### src/rtl/kirby_anim_pkg.sv
// kirby_anim_pkg
//   Shared definitions for the Kirby sprite animation path: action codes,
//   per-action frame counts and one-shot flags (also used by the frame
//   mapper), and the sequencer FSM state encoding.
package kirby_anim_pkg;

    localparam int ACT_W       = 3;
    localparam int FRAME_W     = 4;
    localparam int NUM_ACTIONS = 3;

    typedef enum logic [ACT_W-1:0] {
        ACT_IDLE = 3'd0,
        ACT_WALK = 3'd1,
        ACT_JUMP = 3'd2
    } action_e;

    typedef enum logic {
        S_LOOP    = 1'b0,
        S_ONESHOT = 1'b1
    } state_e;

    localparam logic [FRAME_W-1:0] FRAME_COUNT [NUM_ACTIONS] = '{4'd2, 4'd10, 4'd10};
    localparam logic               ONE_SHOT    [NUM_ACTIONS] = '{1'b0, 1'b0, 1'b1};

    function automatic logic is_valid_action(input logic [ACT_W-1:0] a);
        return a < 3'(NUM_ACTIONS);
    endfunction

    // Index of the final frame of an action; 0 for codes outside the table.
    function automatic logic [FRAME_W-1:0] last_frame(input logic [ACT_W-1:0] a);
        case (a)
            3'd0:    return FRAME_COUNT[0] - 4'd1;
            3'd1:    return FRAME_COUNT[1] - 4'd1;
            3'd2:    return FRAME_COUNT[2] - 4'd1;
            default: return 4'd0;
        endcase
    endfunction

    function automatic logic is_one_shot(input logic [ACT_W-1:0] a);
        case (a)
            3'd0:    return ONE_SHOT[0];
            3'd1:    return ONE_SHOT[1];
            3'd2:    return ONE_SHOT[2];
            default: return 1'b0;
        endcase
    endfunction

endpackage

### src/rtl/kirby_anim_if.sv
// kirby_anim_if
//   Action request handshake between game logic and the animation sequencer.
//   A request is taken in any cycle where action_req_valid and
//   action_req_ready are both high.
//     action_req        : requested action code
//     action_req_valid  : request qualifier
//     action_req_ready  : sequencer can take a request
//   master = game logic, slave = sequencer.
interface kirby_anim_if;
    import kirby_anim_pkg::*;

    logic [ACT_W-1:0] action_req;
    logic             action_req_valid;
    logic             action_req_ready;

    modport master (output action_req, output action_req_valid, input  action_req_ready);
    modport slave  (input  action_req, input  action_req_valid, output action_req_ready);
endinterface

### src/rtl/frame_tick_sync.sv
// frame_tick_sync
//   Brings the asynchronous frame_clk into the clk domain with a 2-flop
//   synchroniser and emits a one-clk tick per rising edge.
//     clk       : system clock
//     rst_n     : asynchronous active-low reset
//     frame_clk : vsync-rate pulse, asynchronous to clk
//     tick      : one-cycle pulse per frame_clk rising edge
module frame_tick_sync (
    input  logic clk,
    input  logic rst_n,
    input  logic frame_clk,
    output logic tick
);
    logic sync_p0;
    logic sync_p1;
    logic prev_p2;

    // Stage 0/1: metastability filter; stage 2: previous level for edge detect
    always_ff @(posedge clk or negedge rst_n) begin
        if (!rst_n) begin
            sync_p0 <= 1'b0;
            sync_p1 <= 1'b0;
            prev_p2 <= 1'b0;
        end else begin
            sync_p0 <= frame_clk;
            sync_p1 <= sync_p0;
            prev_p2 <= sync_p1;
        end
    end

    assign tick = sync_p1 & ~prev_p2;
endmodule

### src/rtl/kirby_anim_sequencer.sv
// kirby_anim_sequencer
//   Turns action requests into the (action, frame) pair for the frame mapper.
//   Frames advance every HOLD_TICKS frame_clk edges; WALK and IDLE loop,
//   JUMP plays once, then returns to IDLE with a one-cycle anim_done pulse.
//   Ports:
//     Clk, Reset_n               : clock, asynchronous active-low reset
//     frame_clk                  : vsync-rate pacing pulse (asynchronous)
//     pause                      : freezes frame pacing (KIRBY_ANIM_PAUSE_EN only)
//     req_if                     : action request handshake (slave side)
//     character_action_idx       : current action
//     character_action_frame_idx : current frame within the action
//     anim_done                  : one-shot action finished
//   Build option: define KIRBY_ANIM_PAUSE_EN to add the pause input.
module kirby_anim_sequencer
    import kirby_anim_pkg::*;
#(
    parameter int HOLD_TICKS = 6
) (
    input  logic               Clk,
    input  logic               Reset_n,
    input  logic               frame_clk,
`ifdef KIRBY_ANIM_PAUSE_EN
    input  logic               pause,
`endif
    kirby_anim_if.slave        req_if,
    output logic [ACT_W-1:0]   character_action_idx,
    output logic [FRAME_W-1:0] character_action_frame_idx,
    output logic               anim_done
);
    localparam logic [3:0] HOLD_LAST = 4'(HOLD_TICKS - 1);

    logic tick;
    logic pause_i;

`ifdef KIRBY_ANIM_PAUSE_EN
    assign pause_i = pause;
`else
    assign pause_i = 1'b0;
`endif

    frame_tick_sync u_tick (
        .clk       (Clk),
        .rst_n     (Reset_n),
        .frame_clk (frame_clk),
        .tick      (tick)
    );

    state_e             state_q, state_d;
    logic [ACT_W-1:0]   act_q, act_d;
    logic [FRAME_W-1:0] frame_q, frame_d;
    logic [3:0]         hold_q, hold_d;
    logic               done_q, done_d;
    logic               ready_q, ready_d;
    logic               take_req;

    always_ff @(posedge Clk or negedge Reset_n) begin
        if (!Reset_n) begin
            state_q <= S_LOOP;
            act_q   <= ACT_IDLE;
            frame_q <= '0;
            hold_q  <= '0;
            done_q  <= 1'b0;
            ready_q <= 1'b1;
        end else begin
            state_q <= state_d;
            act_q   <= act_d;
            frame_q <= frame_d;
            hold_q  <= hold_d;
            done_q  <= done_d;
            ready_q <= ready_d;
        end
    end

    always_comb begin
        state_d = state_q;
        act_d   = act_q;
        frame_d = frame_q;
        hold_d  = hold_q;
        done_d  = 1'b0;
        // Invalid codes and repeats of the current action are accepted by the
        // handshake but change nothing, so they must not swallow a tick.
        take_req = req_if.action_req_valid && ready_q &&
                   is_valid_action(req_if.action_req) &&
                   (req_if.action_req != act_q);

        if (take_req) begin
            act_d   = req_if.action_req;
            frame_d = '0;
            hold_d  = '0;
            state_d = is_one_shot(req_if.action_req) ? S_ONESHOT : S_LOOP;
        end else if (tick && !pause_i) begin
            if (hold_q != HOLD_LAST) begin
                hold_d = hold_q + 4'd1;
            end else begin
                hold_d = '0;
                if (frame_q != last_frame(act_q)) begin
                    frame_d = frame_q + 4'd1;
                end else if (state_q == S_ONESHOT) begin
                    state_d = S_LOOP;
                    act_d   = ACT_IDLE;
                    frame_d = '0;
                    done_d  = 1'b1;
                end else begin
                    frame_d = '0;
                end
            end
        end

        ready_d = (state_d == S_LOOP);
    end

    assign req_if.action_req_ready    = ready_q;
    assign character_action_idx       = act_q;
    assign character_action_frame_idx = frame_q;
    assign anim_done                  = done_q;
endmodule

### src/flat_wrapper.sv
// flat-port wrapper written by rule: the top's interface ports become plain ports
module kirby_anim_sequencer_flat import kirby_anim_pkg::*;
#(
    parameter int HOLD_TICKS = 6
)
  (Clk, Reset_n, frame_clk, character_action_idx, character_action_frame_idx, anim_done, req_if_action_req, req_if_action_req_valid, req_if_action_req_ready);
  kirby_anim_if req_if_i ();
  input  logic Clk;
  input  logic Reset_n;
  input  logic frame_clk;
  output logic [ACT_W-1:0] character_action_idx;
  output logic [FRAME_W-1:0] character_action_frame_idx;
  output logic anim_done;
  input wire logic [$bits(req_if_i.action_req)-1:0] req_if_action_req;
  input wire logic [$bits(req_if_i.action_req_valid)-1:0] req_if_action_req_valid;
  output wire logic [$bits(req_if_i.action_req_ready)-1:0] req_if_action_req_ready;
  assign req_if_i.action_req = req_if_action_req;
  assign req_if_i.action_req_valid = req_if_action_req_valid;
  assign req_if_action_req_ready = req_if_i.action_req_ready;
  kirby_anim_sequencer #(.HOLD_TICKS(HOLD_TICKS)) u_core (.Clk(Clk), .Reset_n(Reset_n), .frame_clk(frame_clk), .req_if(req_if_i), .character_action_idx(character_action_idx), .character_action_frame_idx(character_action_frame_idx), .anim_done(anim_done));
endmodule
### config.mk
export PLATFORM = sky130hd
export DESIGN_NAME = kirby_anim_sequencer_flat
export DESIGN_NICKNAME = d
export VERILOG_FILES = /design/src/rtl/kirby_anim_pkg.sv /design/src/rtl/kirby_anim_if.sv /design/src/rtl/frame_tick_sync.sv /design/src/rtl/kirby_anim_sequencer.sv /design/src/flat_wrapper.sv
export SDC_FILE = /design/constraint.sdc
export NUM_CORES = 1
export LEC_CHECK = 0
export CORE_UTILIZATION = 34
export CTS_CLUSTER_DIAMETER = 60
export DETAILED_ROUTE_END_ITERATION = 10
export PLACE_DENSITY = 0.64
export SLEW_MARGIN = 0
export SYNTH_ARGS = -nofsm -noshare
export SYNTH_HDL_FRONTEND = slang
export SYNTH_SLANG_ARGS = --single-unit
### constraint.sdc
create_clock -name Clk -period 2.56 [get_ports Clk]
set_clock_uncertainty 0.2 [all_clocks]
set_input_delay 0.512 -clock Clk [delete_from_list [all_inputs] [get_ports Clk]]
set_output_delay 0.512 -clock Clk [all_outputs]
set_load 0.01 [all_outputs]
After elaboration in Yosys (flattened, before gate mapping)
Cells that the tools add are included.

word-level totals
  input port bits = 7
  word-level logic and storage cells = 60
  register bits after elaboration = 17

operators by class
  multiplexer cells = 28
  add/subtract/negate cells = 2
  bitwise logic cells = 3
  equality and inequality tests = 8
  $lt $le $gt $ge = 1
  reductions and logical operators = 9

operators by type and width
  kind                 count
  $mux 4               10
  $mux 3               5
  $mux 1               12
  $add 4x1->4 const B  2
  $pmux 4 s2           1
  $eq 3x2->1 const B   2
  $ne 2x1->1 const B   2
  $ne 4x3->1 const B   1
  $ne 4x4->1           1
  $reduce_and 4->1     1
  $reduce_bool 2->1    2
  $eq 3x1->1 const B   1
  $logic_and 1x1->1    3
  $logic_not 3->1      1
  $lt 3x2->1 const B   1
  $ne 3x3->1           1
  $not 1->1            2
  $reduce_and 2->1     1
  $reduce_or 2->1      1
  $and 1x1->1          1

Longest topological paths before layout
  word-level depth = 12
  depth in mapped cells = 7
  mapped depth without buffers = 6

Cells and area by module
From an unflattened synthesis, not the netlist that was laid out.

second synthesis, totals
  cell total of the unflattened synthesis = 90
  area, all modules = 914.6 um^2

by module, submodules not included
  module                cells each  area each (um^2)  times used
  kirby_anim_sequencer  86          825.8             1
  frame_tick_sync       4           88.8              1

Least setup slack after synthesis
Ideal clock, no wire load.

  path kind = input -> register
  from = input req_if_action_req[0]
  to = register u_core.frame_q[2], in the netlist u_core.character_action_frame_idx[2]
  slack = 598 ps
  arrival time = 1670 ps
  stages on the path = 5
  path buffers = 1
  path through = or3_4 a211oi_4 nor3_4 buf_6 o31ai_2

between the ends
  cells in the longest elaborated chain, start to end = 5
  elaborated cells on any way between the ends = 8
  classes of those cells = order compare (1); eq/ne (2); mux (1); reduce/logical (4)

RTL lines
  what                                                              line                        text
  start, declared                                                   flat_wrapper.sv:14          input wire logic [$bits(req_if_i.action_req)-1:0] req_if_action_req;
  $lt 3x2->1                                                        kirby_anim_pkg.sv:26        return a < 3'(NUM_ACTIONS);
  $logic_and 1x1->1                                                 kirby_anim_sequencer.sv:82  take_req = req_if.action_req_valid && ready_q &&
  $logic_and 1x1->1 (*)                                             kirby_anim_sequencer.sv:83  is_valid_action(req_if.action_req) &&
  $ne 2x1->1 (no line) / $reduce_bool 2->1 (equally long branches)  -
  $reduce_and 2->1 (no line)                                        -
  end signal, assigned                                              kirby_anim_sequencer.sv:67  frame_q <= frame_d;
  end, declared                                                     kirby_anim_sequencer.sv:50  logic [FRAME_W-1:0] frame_q, frame_d;

Mark *: on every way between the ends. The rest lies on a longest branch, timed or not.
A chain may end at the register's enable or synchronous reset.

Final worst setup path
  from = input req_if_action_req[0]
  to = register u_core.done_q, in the netlist u_core.anim_done

between the ends
  cells in the longest elaborated chain, start to end = 4
  elaborated cells on any way between the ends = 5
  classes of those cells = order compare (1); eq/ne (1); mux (1); reduce/logical (2)

RTL lines
  what                     line                        text
  $lt 3x2->1               kirby_anim_pkg.sv:26
  $logic_and 1x1->1        kirby_anim_sequencer.sv:82
  $logic_and 1x1->1 (*)    kirby_anim_sequencer.sv:83
  $mux 1 (*)               kirby_anim_sequencer.sv:86  if (take_req) begin
  named net u_core.done_d  kirby_anim_sequencer.sv:52  logic done_q, done_d;
  end signal, assigned     kirby_anim_sequencer.sv:69  done_q <= done_d;
  end, declared            kirby_anim_sequencer.sv:52

The timed path passes the listed nets; every way through them passes the cells marked *.

==> results.md <==
- Vias per cell: about 5.6
- Die Span Y: ~55 um
- # rows: 18
- CP required: about 2600 ps
- Period utilization: 85.7%
- PortBufs: 15
- Grt met3 use: 4.92%
- Number of global-route vias before repair: approximately 670
- Worst Hold Class: reg2reg
- H-tree depth: 1
- Multi-input logic area: 498 um2
- Remaining DRCs: 0
- Routed wire length: approximately 2.0 mm
- Routed via count: 782
- Pre-CTS setup slack: ~64 ps
- N_diodes: 0
- DP Wirelength: between 1.5 and 2 mm
- Syn Nets: 100
- Setup Buffers After CTS: 0
- All-Layer GR Usage: about 15%
- Wire per inst: 14.3 um
- Worst EP arrival: 2180 ps
- Area Growth Syn to Fin: 23.6%
- Crit Path Max Fanout: 14
- Met2 global-route usage: 19.7%
- Share of the yosys chip area belonging to registers: 44.5%
- Worst Tran Pin Value: about 640 ps
- GRT busiest layer: met1
- Worst slew margin: 57.5%
- Initial Util: around 37%
- Setup Viol. Count Final: 0
- Filler cells: between 200 and 300
- Clock root buffer: clkbuf_4
- Element type at the critical path end: flop
- Worst VDD drop: between 0.5 and 0.6 mV
- Fin worst setup slack: ~370 ps
- Post-CTS Hold Buffers: 0
- Tmin final: 2190 ps
- Synth Instances: 90
- Total CTS buffers: 3
- Max_cap viols: 0
- Initial antenna violation count: 0
- Asr flop ratio synth: 100%
- Clk Latency, worst-skew pair: ~300 ps
- Reg area: 427 um2
- Final hold vios: 0
- Number of synthesized register bits: 17
- DRT iter0 DRCs: 46
- Layout cells sized above 1: roughly 17%
- Global-route wire length before repair: 3.15 mm
- CTS tree: yes
- Final #Nets: ~120
- DIE WIDTH: 55.1 um
- Drt pass-1 iters: 4
- Kind of critical path: in2reg
- Core footprint: ~0.0026 mm2
- Synth cell types: 38
- Prevailing post-synth register cell: dfrtp_1
- Number of I/O pins: 16
- PostCTS Resize Cnt: 0
- Pwr dens: just over 900 mW/mm2
- Grt met1 use: between 20% and 30%
- Leak pwr: 0.452 nW
- Worst-path clk slew: around 90 ps
- Yosys warning count: 0
- Fmax: about 460 MHz
- GPL Wtd Cong: ~0.87
- RSZ-0062 raised after global routing: false
- Post-synth EDFFs: 0
- Final Instance Count excl. Fillers: 140
- Crit path launch type: primary input
- Hold WS: 166 ps
- Placed Cells incl. Taps: 136
- Full die area: a little over 0.003 mm2
- Mapped Area: around 960 um2
- Setup TNS: 0 ps
- Final antenna-violating net count: 0
- Gr ovfl total: 0
- Clk sinks: 17
- Syn_area_per_cell: between 10 and 15 um2
- Largest net degree at the start of global routing: 18
- Max Transition Viols Final: 0
- Total power: around 1.1 mW
- Status: finished, final reports clean
- Clock Tree Buf Depth: 2
[critical path: stages]
cell and delay [ps]:
clkdlybuf4s50_1 450, or3_4 410, a211oi_4 330, nor3_4 150, nor4_1 320
[metal layers]
metal	share of wire [%]	wire, um
met1	49	975
met2	42	847
met3	8.1	163
met4	0.75	15
met5	0	0
[worst paths after layout]
| kind | startpoint | to | slack, ps | cells after the start |
|---|---|---|---|---|
| max | req_if_action_req[0] | u_core.anim_done | 370 | 5 |
| min | u_core.u_tick.sync_p0 | u_core.u_tick.sync_p1 | 170 | 0 |
| max reg2reg | u_core.character_action_idx[0] | u_core.character_action_frame_idx[0] | 520 | 4 |
| min reg2reg | u_core.u_tick.sync_p0 | u_core.u_tick.sync_p1 | 170 | 0 |
| max in group asynchronous | Reset_n | u_core.req_if.action_req_ready | 1580 | 2 |
| min in group asynchronous | Reset_n | u_core.hold_q[2] | 330 | 2 |
[cells in the mapped netlist, drive strengths merged (2+ instances only)]
cell / instances / share of area, %
or3: 2 / 1.8
ha: 3 / 3.9
nand2b: 3 / 2.0
dfrtp: 16 / 42
buf: 2 / 1.6
inv: 4 / 1.6
a21oi: 5 / 2.6
nor3b: 3 / 2.3
nor3: 5 / 3.8
o31ai: 6 / 6.3
nand2: 3 / 1.2
nor2: 4 / 1.6
o21ai: 4 / 2.1
o21a: 2 / 1.6
nor4: 4 / 3.3
or4: 2 / 1.6
nand3b: 2 / 1.6
o311ai: 2 / 1.8
nand3: 4 / 2.1
[layout make-up]
type	instances	share of cell area, %
Timing Repair Buffer	19	15.2
Inverter	4	1.27
Tap cell	30	3.17
Clock buffer	3	1.90
Clock inverter	1	0.422
Multi-Input combinational cell	66	42.0
Sequential cell	17	36.0
[cells by family after synthesis]
family | after synthesis | share of synthesized area (%)
and+or+nand+nor | 37 | 25.6
AOI/OAI and AO/OA | 24 | 20.6
DFF | 17 | 44.5
buffers and inverters | 7 | 3.52
adders and majority gates | 3 | 3.92
xor gates and xnor gates | 2 | 1.83
[through the flow]
stage,cell area (um2),util [%]
after floorplan,958,-
after global placement,1160,45.1
after detailed placement,1160,45.1
after CTS,1180,46.2
after global routing,1180,46.2
final,1180,46.2
[layout by cell type, fill, tap and decap left out, types with 2 or more instances in the layout]
cell type        synthesis  final
nand2_1                  3      3
a21oi_1                  5      5
ha_1                     3      3
o311ai_0                 2      2
nor3b_1                  3      3
nor2_1                   4      4
o31ai_2                  3      3
inv_1                    4      4
or4_1                    2      2
nor3_1                   4      4
o31ai_1                  3      3
clkdlybuf4s50_1          0     15
o21a_1                   2      2
nand3_1                  4      4
dfrtp_1                 16     16
nand2b_1                 3      3
clkbuf_4                 0      3
nand3b_1                 2      2
buf_4                    0      4
nor4_1                   3      3
o21ai_0                  4      4
[state kept, by name, summed over array words and instances (netlist names), named ones only]
signal                             cells
u_core.anim_done                       1
u_core.character_action_frame_idx      4
u_core.character_action_idx            3
u_core.hold_q                          4
u_core.req_if.action_req_ready         1
u_core.u_tick.prev_p2                  1
u_core.u_tick.sync_p0                  1
u_core.u_tick.sync_p1                  1
[where the power goes]
part	switching (mW)	internal [mW]	leakage, nW
registers	0.105	0.354	0.200
clock network	0.0865	0.0583	0.0177
logic	0.232	0.240	0.234
No activity file was read; power rests on OpenSTA's default activity.
